**config.mk**
```make
export PLATFORM = sky130hd
export DESIGN_NAME = din_toggle_ctrl
export DESIGN_NICKNAME = d
export VERILOG_FILES = /design/src/rtl/din_toggle_ctrl.sv
export SDC_FILE = /design/constraint.sdc
export NUM_CORES = 1
export LEC_CHECK = 0
export ABC_CLOCK_PERIOD_IN_PS = 2200
export CAP_MARGIN = 10
export CORE_MARGIN = 2
export CORE_UTILIZATION = 59
export DETAILED_ROUTE_END_ITERATION = 10
export PLACE_DENSITY = 0.79
export SYNTH_ARGS = -nofsm -noshare
export SYNTH_HDL_FRONTEND = slang
export SYNTH_SLANG_ARGS = --single-unit
export TNS_END_PERCENT = 20
```
**constraint.sdc**
```tcl
create_clock -name clk -period 2.2 [get_ports clk]
set_input_delay 0.55 -clock clk [delete_from_list [all_inputs] [get_ports clk]]
set_output_delay 0.55 -clock clk [all_outputs]
set_load 0.1 [all_outputs]
```
**src/rtl/din_toggle_ctrl.sv**
```systemverilog
// Scanned debouncer for CHANNELS digital inputs with per-channel toggle/follow modes
// and a single-entry event slot drained through a valid/ready handshake.
module din_toggle_ctrl #(
  parameter int CHANNELS = 8,
  parameter int DEBOUNCE = 16
) (
  input  logic                clk,
  input  logic                rst_n,
  input  logic [CHANNELS-1:0] din,
  input  logic                cfg_we,
  input  logic [4:0]          cfg_addr,
  input  logic [1:0]          cfg_mode,
  output logic [CHANNELS-1:0] toggled,
  output logic                event_valid,
  input  logic                event_ready,
  output logic [4:0]          event_chan,
  output logic                event_level
);

  localparam int CW = $clog2(DEBOUNCE + 1);
  localparam logic [CW-1:0] CNT_LAST = CW'(DEBOUNCE - 1);
  localparam logic [4:0]    PTR_LAST = 5'(CHANNELS - 1);
  localparam logic [1:0]    MODE_OFF    = 2'b00;
  localparam logic [1:0]    MODE_RISE   = 2'b01;
  localparam logic [1:0]    MODE_FALL   = 2'b10;
  localparam logic [1:0]    MODE_FOLLOW = 2'b11;

  logic [CHANNELS-1:0] s1_q, s1_d, s2_q, s2_d;
  logic [CHANNELS-1:0] stable_q, stable_d;
  logic [CHANNELS-1:0] toggled_q, toggled_d;
  logic [CW-1:0]       cnt_q [CHANNELS];
  logic [CW-1:0]       cnt_d [CHANNELS];
  logic [1:0]          mode_q [CHANNELS];
  logic [1:0]          mode_d [CHANNELS];
  logic [4:0]          ptr_q, ptr_d;
  logic                event_valid_q, event_valid_d;
  logic [4:0]          event_chan_q, event_chan_d;
  logic                event_level_q, event_level_d;
  logic                visit;

  // A pending event that is not being taken freezes the scan.
  assign visit = !(event_valid_q && !event_ready);

  always_comb begin
    s1_d          = din;
    s2_d          = s1_q;
    stable_d      = stable_q;
    toggled_d     = toggled_q;
    cnt_d         = cnt_q;
    mode_d        = mode_q;
    event_valid_d = event_valid_q && !event_ready;
    event_chan_d  = event_chan_q;
    event_level_d = event_level_q;
    ptr_d         = ptr_q;

    for (int i = 0; i < CHANNELS; i++) begin
      if (visit && (ptr_q == 5'(i))) begin
        if (s2_q[i] == stable_q[i]) begin
          cnt_d[i] = '0;
        end else if (cnt_q[i] == CNT_LAST) begin
          stable_d[i] = s2_q[i];
          cnt_d[i]    = '0;
          case (mode_q[i])
            MODE_RISE:   if (s2_q[i])  toggled_d[i] = ~toggled_q[i];
            MODE_FALL:   if (!s2_q[i]) toggled_d[i] = ~toggled_q[i];
            MODE_FOLLOW: toggled_d[i] = s2_q[i];
            default:     toggled_d[i] = toggled_q[i];
          endcase
          // A config write to the same channel overrides the edge and swallows its event.
          if ((mode_q[i] != MODE_OFF) && !(cfg_we && (cfg_addr == 5'(i)))) begin
            event_valid_d = 1'b1;
            event_chan_d  = 5'(i);
            event_level_d = s2_q[i];
          end
        end else begin
          cnt_d[i] = cnt_q[i] + 1'b1;
        end
      end

      if (cfg_we && (cfg_addr == 5'(i))) begin
        mode_d[i]    = cfg_mode;
        toggled_d[i] = (cfg_mode == MODE_FOLLOW) ? stable_d[i] : 1'b0;
      end
    end

    if (visit) begin
      ptr_d = (ptr_q == PTR_LAST) ? 5'd0 : ptr_q + 5'd1;
    end
  end

  always_ff @(posedge clk or negedge rst_n) begin
    if (!rst_n) begin
      s1_q          <= '0;
      s2_q          <= '0;
      stable_q      <= '0;
      toggled_q     <= '0;
      cnt_q         <= '{default: '0};
      mode_q        <= '{default: MODE_RISE};
      ptr_q         <= '0;
      event_valid_q <= 1'b0;
      event_chan_q  <= '0;
      event_level_q <= 1'b0;
    end else begin
      s1_q          <= s1_d;
      s2_q          <= s2_d;
      stable_q      <= stable_d;
      toggled_q     <= toggled_d;
      cnt_q         <= cnt_d;
      mode_q        <= mode_d;
      ptr_q         <= ptr_d;
      event_valid_q <= event_valid_d;
      event_chan_q  <= event_chan_d;
      event_level_q <= event_level_d;
    end
  end

  assign toggled     = toggled_q;
  assign event_valid = event_valid_q;
  assign event_chan  = event_chan_q;
  assign event_level = event_level_q;

endmodule

```
==> results.sh, run 1 <==
export IMPL_postCtsHoldBufs=0
export IMPL_drive_above_1_share=0.234
export IMPL_critical_path_startpoint_type="primary input"
export IMPL_gp_congestion=0.895
export IMPL_fp_dieArea_um2=9680
export IMPL_cts_sinks=100
export IMPL_finalClockSkew_ps=12.7
export IMPL_antenna_found_initial=0
export IMPL_synth_warnings=0
export IMPL_synth_top_family_by_area="simple AND/OR/NAND/NOR gates"
export IMPL_max_cap_violations=0
export IMPL_grt_usage=0.264
export IMPL_drcViolationCount=0
export IMPL_total_power_uw=5400
export IMPL_areaGrowthSynthToFinish_pct=22.6
export IMPL_crit_path_end_kind="register"
export IMPL_ys_flop_type="dfrtp_1"
export IMPL_htree_num_levels=3
export IMPL_fin_crit_ps=2150
export IMPL_firstDrtPassIters=5
export IMPL_seq_area_um2=2510
export IMPL_finalHoldViolations=0
export IMPL_fin_nets=643
export IMPL_maxSlewViolCount=0
export IMPL_ys_ff_latch=100
export IMPL_outcome="completed"
export IMPL_grt_max_degree=48
export IMPL_clkSlewWorstSetupHoldPaths_ps=100
export IMPL_worstSetupPathType="primary input to register"
export IMPL_design_area_um2=6450
export IMPL_cts_tree="yes"
export IMPL_cpLargestDelayFamily="buffers and inverters"
export IMPL_numCtsBuffers=9
export IMPL_synth_nets=549
export IMPL_worstPathCellList="clkdlybuf4s50_1, nor2b_4, buf_4, nor4_4, o2111ai_2, nand3_1, nand2_1, a311o_1"
export IMPL_synth_top_area_share=0.438
export IMPL_cellLeakagePower_uw=0.00283
export IMPL_yosys_area_share_simple=0.246
export IMPL_period_share=0.975
export IMPL_post_drt_via_cell_ratio=6.14
export IMPL_crit_buf_inv=2
export IMPL_ys_types=64
export IMPL_clock_latency_ps=380
export IMPL_synth_xor_area_frac=0.0217
export IMPL_worstPathRequired_ps=2450
export IMPL_antenna_left=0
export IMPL_crit_path_top_delay_cell="clkdlybuf4s50_1"
export IMPL_fillers=601
export IMPL_core_area_um2=8680
export IMPL_tightest_slew_ps=617
export IMPL_io_pin_count=34
export IMPL_placed_cell_area_um2=6100
export IMPL_synth_common_cells="dfrtp_1 (92), nand2_1 (63), o21ai_0 (54)"
export IMPL_multiInputGateArea_um2=2710
export IMPL_io_buffers=33
export IMPL_grt_pass1_wl_mm=20.3
export IMPL_yosysSeqAreaShare=0.478
export IMPL_slew_headroom=0.585
export IMPL_first_iter_violations=280
export IMPL_diodes=0
export IMPL_timing_fmax_mhz=466
export IMPL_yosys_area_top_type="dfrtp_1"
export IMPL_yosysMostFrequentCell="dfrtp_1"
export IMPL_core_rowCount=34
export IMPL_routedWlPerCell_um=17.0
export IMPL_avgSynthCellArea_um2=10.2
export IMPL_fp_dieW_um=98.4
export IMPL_path_max_fanout=12
export IMPL_finalWirelength_mm=12.3
export IMPL_synth_compound_area_share=0.153
export IMPL_cp_data_arrival_time_ps=2400
export IMPL_hp_class="primary input to asynchronous set/reset pin"
export IMPL_synth_fa_ha_area_frac=0.0286
export IMPL_cts_buffer_depth=2
export IMPL_grt_pass1_vias=4332
export IMPL_slowest_delay_ps=540
export IMPL_synth_area_mux_share=0.0547
export IMPL_die_y_um=98.4
export IMPL_synthCells=518
export IMPL_ys_async_sr_fraction=1.00
export IMPL_synth_area_um2=5260
export IMPL_grt_overflow=0
export IMPL_setup_violations=0
export IMPL_start_util=0.606
export IMPL_dpl_hpwl_mm=9.21
export IMPL_cts_root_buf="clkbuf_8"
export IMPL_ir_drop_mv=0.401
export IMPL_ys_top_cells_by_area="dfrtp_1 (44%), o21ai_0 (5.1%), mux2_2 (4.7%)"
export IMPL_p_per_area_nw_per_um2=837
export IMPL_cts_setup_buffers=0
export IMPL_vias=4440
export IMPL_grt_setup_unrepaired="yes"
export IMPL_synth_edff_count=0
## registers in the layout (all words and copies together) (netlist names)
signal	cells
mode_q	16
event_level	1
ptr_q	5
toggled	8
event_valid	1
stable_q	8
cnt_q	40
s2_q	8
event_chan	5
s1_q	8
## power by group
| part | internal (µW) | switching (µW) |
|---|---|---|
| Clock | 972 | 607 |
| Combinational | 566 | 771 |
| Sequential | 2140 | 338 |
## metrics by stage
step / setup WS [ps] / TNS (ps) / util / hold slack, ps / instances
2_1_floorplan: 38.7 / 0 / - / 254 / 518
3_3_place_gp: -451 / -4960 / 0.703 / 332 / 709
3_5_place_dp: -457 / -5590 / 0.703 / 335 / 709
4_1_cts: 4.69 / 0 / 0.735 / 126 / 723
5_1_grt: -33.7 / -43.7 / 0.743 / 136 / 723
6_report: 54.9 / 0 / 0.743 / 118 / 723
## repair_timing
item,CTS,global route
gates resized for setup,1,17
pin swaps,0,6
setup endpoints to repair,3,9
## metal layers
metal  vias up  GRT usage  wire length [µm]
li1       2122          -                 -
met1      2187      0.329              5380
met2        96      0.457              6080
met3        35     0.0482               468
met4         0      0.106               398
met5         -          0                 0
## final timing paths
| path | endpoint | cells past startpoint | slack (ps) | from |
|---|---|---|---|---|
| setup reg to reg | event_chan[1]$_DFF_PN0_ | 9 | 100 | ptr_q[0]$_DFFE_PN0N_ |
| min in group clk | s2_q[7]$_DFF_PN0_ | 0 | 350 | s1_q[7]$_DFF_PN0_ |
| setup / recovery | event_chan[1]$_DFF_PN0_ | 8 | 50 | event_ready |
| max in group asynchronous | mode_q[8]$_DFFE_PN1P_ | 2 | 1390 | rst_n |
| hold reg to reg | s2_q[7]$_DFF_PN0_ | 0 | 350 | s1_q[7]$_DFF_PN0_ |
| hold / removal | toggled[5]$_DFFE_PN0P_ | 1 | 120 | rst_n |
## area by class of cell
cell class	instances	share of cell area
Multi-Input combinational cell	396	0.421
Sequential cell	100	0.390
Timing Repair Buffer	94	0.120
Clock inverter	5	0.0233
Tap cell	108	0.0210
Clock buffer	9	0.0192
Inverter	11	0.00641
## layout by cell type, fill, tap and decap left out, types with 3 or more instances in the layout
cell type        netlist  routed
nor4_4                 3       5
a211oi_1               3       3
clkdlybuf4s50_1        0      13
inv_1                 11      11
and4b_1                4       3
mux2i_1                4       4
nor2b_1               13      12
a22o_1                 6       6
a31oi_1                8       8
a21oi_1                6       6
o21a_1                 8       8
and3_1                 5       4
bufinv_16              0       5
nand4_1               13      13
ha_1                  12      10
o41ai_1                3       3
a21o_1                 3       3
o31ai_1                7       7
dfrtp_1               92      91
xnor2_1               10      10
nor3_1                 8       8
o21ai_0               54      53
nor2_1                33      33
nor4_1                10      10
nand4b_1               9       9
nand2b_1              11      10
nand2_1               63      62
buf_4                  2      76
dlymetal6s2s_1         0       4
dfstp_2                8       8
nand3b_1               4       4
a311oi_1               4       4
clkbuf_8               0       9
xor2_1                 3       3
mux2_2                22      22
nand3_1               24      23
o21ai_1                2       3
## kinds of logic after synthesis
| logic type | after synthesis |
|---|---|
| simple gates | 222 |
| compound gates | 123 |
| flops | 100 |
| mux | 26 |
| buf+inv | 22 |
| xor+xnor | 13 |
| fa+ha+maj | 12 |
Power figures use the tool's default switching activity.
==> run 2: changes to the inputs <==
--- a/config.mk
+++ b/config.mk
@@ -10,7 +10,7 @@
 export CORE_MARGIN = 2
 export CORE_UTILIZATION = 59
 export DETAILED_ROUTE_END_ITERATION = 10
-export PLACE_DENSITY = 0.79
+export PLACE_DENSITY = 0.8
 export SYNTH_ARGS = -nofsm -noshare
 export SYNTH_HDL_FRONTEND = slang
 export SYNTH_SLANG_ARGS = --single-unit
==> run 2 against run 1 <==
  * Clock skew is 5.1 ps higher
  * Maximum frequency increased by 1.8%
  * Non-clock buffer count is 2 higher
  * Sequential share of layout area grew 0.27 points
  * Die area stayed put
  * Via count is 1.5% higher
  * Highest routed layer unchanged
  * Total power decreased by 8.2%
  * Final area is 0.70% lower
==> results.sh, run 2 (synthesis results as in run 1) <==
export IMPL_ir_drop_mv=0.640
export IMPL_fp_dieW_um=98.4
export IMPL_gp_congestion=0.951
export IMPL_drive_above_1_share=0.242
export IMPL_use_met1=0.370
export IMPL_hp_class="primary input to asynchronous set/reset pin"
export IMPL_crit_path_top_delay_cell="or4_4"
export IMPL_max_cap_violations=0
export IMPL_largest_reg_flops=40
export IMPL_reg2regPathDepth=7
export IMPL_grt_usage=0.277
export IMPL_timing_fmax_mhz=475
export IMPL_setup_violations=0
export IMPL_fin_nets=646
export IMPL_cts_tree="yes"
export IMPL_hold_ws_ps=78.0
export IMPL_cp_data_arrival_time_ps=2420
export IMPL_antenna_found_initial=0
export IMPL_areaGrowthSynthToFinish_pct=21.7
export IMPL_gr_usage_met3=0.0440
export IMPL_grt_max_degree=32
export IMPL_die_y_um=98.4
export IMPL_p_per_area_nw_per_um2=774
export IMPL_r2r_end="event_level$_DFF_PN0_"
export IMPL_top_register="cnt_q"
export IMPL_grt_pass1_wl_mm=21.5
export IMPL_busiest_layer="met2"
export IMPL_fillers=624
export IMPL_diodes=0
export IMPL_path_max_fanout=5
export IMPL_final_cell_mix="dfrtp_1 (91), buf_4 (77), nand2_1 (62)"
export IMPL_vias=4506
export IMPL_design_area_um2=6400
export IMPL_drcViolationCount=0
export IMPL_routedWlPerCell_um=17.3
export IMPL_crit_path_end_kind="register"
export IMPL_worst_r2r_startpoint="ptr_q[0]$_DFFE_PN0N_"
export IMPL_postCtsHoldBufs=0
export IMPL_r2r_setup_slack_ps=90
export IMPL_seq_area_um2=2510
export IMPL_slowest_delay_ps=550
export IMPL_grt_pass1_vias=4434
export IMPL_period_share=0.958
export IMPL_clock_latency_ps=380
export IMPL_worstPathCellList="ha_1, and4bb_1, nand2_1, or4_4, and3_1, a22o_1, nor2_1"
export IMPL_finalHoldViolations=0
export IMPL_dpl_hpwl_mm=9.71
export IMPL_fp_dieArea_um2=9680
export IMPL_cellLeakagePower_uw=0.00282
export IMPL_cts_buffer_depth=2
export IMPL_cts_sinks=100
export IMPL_multiInputGateArea_um2=2720
export IMPL_grtUsageMet2=0.460
export IMPL_worstSetupPathType="register to register"
export IMPL_first_iter_violations=275
export IMPL_firstDrtPassIters=5
export IMPL_grt_overflow=0
export IMPL_placed_cell_area_um2=6120
export IMPL_post_drt_via_cell_ratio=6.19
export IMPL_io_buffers=33
export IMPL_start_util=0.606
export IMPL_io_pin_count=34
export IMPL_outcome="completed"
export IMPL_layout_commonest_cell="dfrtp_1"
export IMPL_clkSlewWorstSetupHoldPaths_ps=110
export IMPL_critical_path_startpoint_type="register"
export IMPL_htree_num_levels=3
export IMPL_crit_start="ptr_q[0]$_DFFE_PN0N_"
export IMPL_maxSlewViolCount=0
export IMPL_numCtsBuffers=9
export IMPL_antenna_left=0
export IMPL_worstPathRequired_ps=2520
export IMPL_top_regs="cnt_q x40, mode_q x16"
export IMPL_core_area_um2=8680
export IMPL_slew_headroom=0.584
export IMPL_finalWirelength_mm=12.6
export IMPL_core_rowCount=34
export IMPL_cts_root_buf="clkbuf_8"
export IMPL_fin_crit_ps=2110
export IMPL_tightest_slew_ps=620
export IMPL_finalClockSkew_ps=17.9
==> run 2: cell count changes in the layout (fill, tap and decap cells not counted), moves of 2 or more <==
cell / change
bufinv_16: -5
nor4_1: -2
inv_8: +3
nor4_2: +3
==> run 2: cell type report <==
| class | instances | share of cell area |
|---|---|---|
| clock buffer | 9 | 0.0194 |
| clock inverter | 7 | 0.0117 |
| inverter | 11 | 0.00645 |
| multi-input combinational | 397 | 0.424 |
| sequential | 100 | 0.393 |
| tap | 108 | 0.0211 |
| timing repair buffer | 96 | 0.125 |
==> run 2: critical path, delay by kind of cell (launching register included) <==
| family | cells | cell delay, ps |
|---|---|---|
| AOI/OAI and AO/OA | 1 | 180 |
| and+or+nand+nor | 5 | 1230 |
| adders and majority gates | 1 | 230 |
| DFF | 1 | 430 |
==> run 2: metrics by stage <==
step	TNS, ps	instances	total power (µW)	setup WS [ps]	util
final	0	728	4960	93.2	0.738
after global routing	-4.65	728	5280	-4.65	0.738
after CTS	0	726	4960	20.9	0.728
after detailed placement	-6210	710	3810	-451	0.705
after global placement	-4810	710	3720	-392	0.705
after floorplan	0	518	3290	38.7	-
==> run 2: what timing repair did <==
action,4_1_cts,5_1_grt
setup endpoints to repair,4,8
pin swaps,1,5
gates cloned,0,1
resized for setup,1,18
setup buffers,0,1
==> run 2: per-layer routing <==
metal	routed length (µm)	part of all wire
met4	240	0.019
met1	5340	0.42
met5	0	0
met3	619	0.049
met2	6380	0.51
==> run 2: worst max path at each step <==
stage,cells after the start,to
final,7,event_level$_DFF_PN0_
after global routing,8,event_chan[2]$_DFF_PN0_
after CTS,8,event_chan[4]$_DFF_PN0_
after detailed placement,10,event_chan[1]$_DFF_PN0_
after global placement,10,event_chan[1]$_DFF_PN0_
after floorplan,7,event_chan[1]$_DFF_PN0_
==> run 2: power breakdown <==
group | leakage (µW) | switching [µW] | internal, µW
sequential | 0.00128 | 341 | 2140
combinational | 0.00143 | 762 | 553
clock | 0.0000985 | 706 | 450
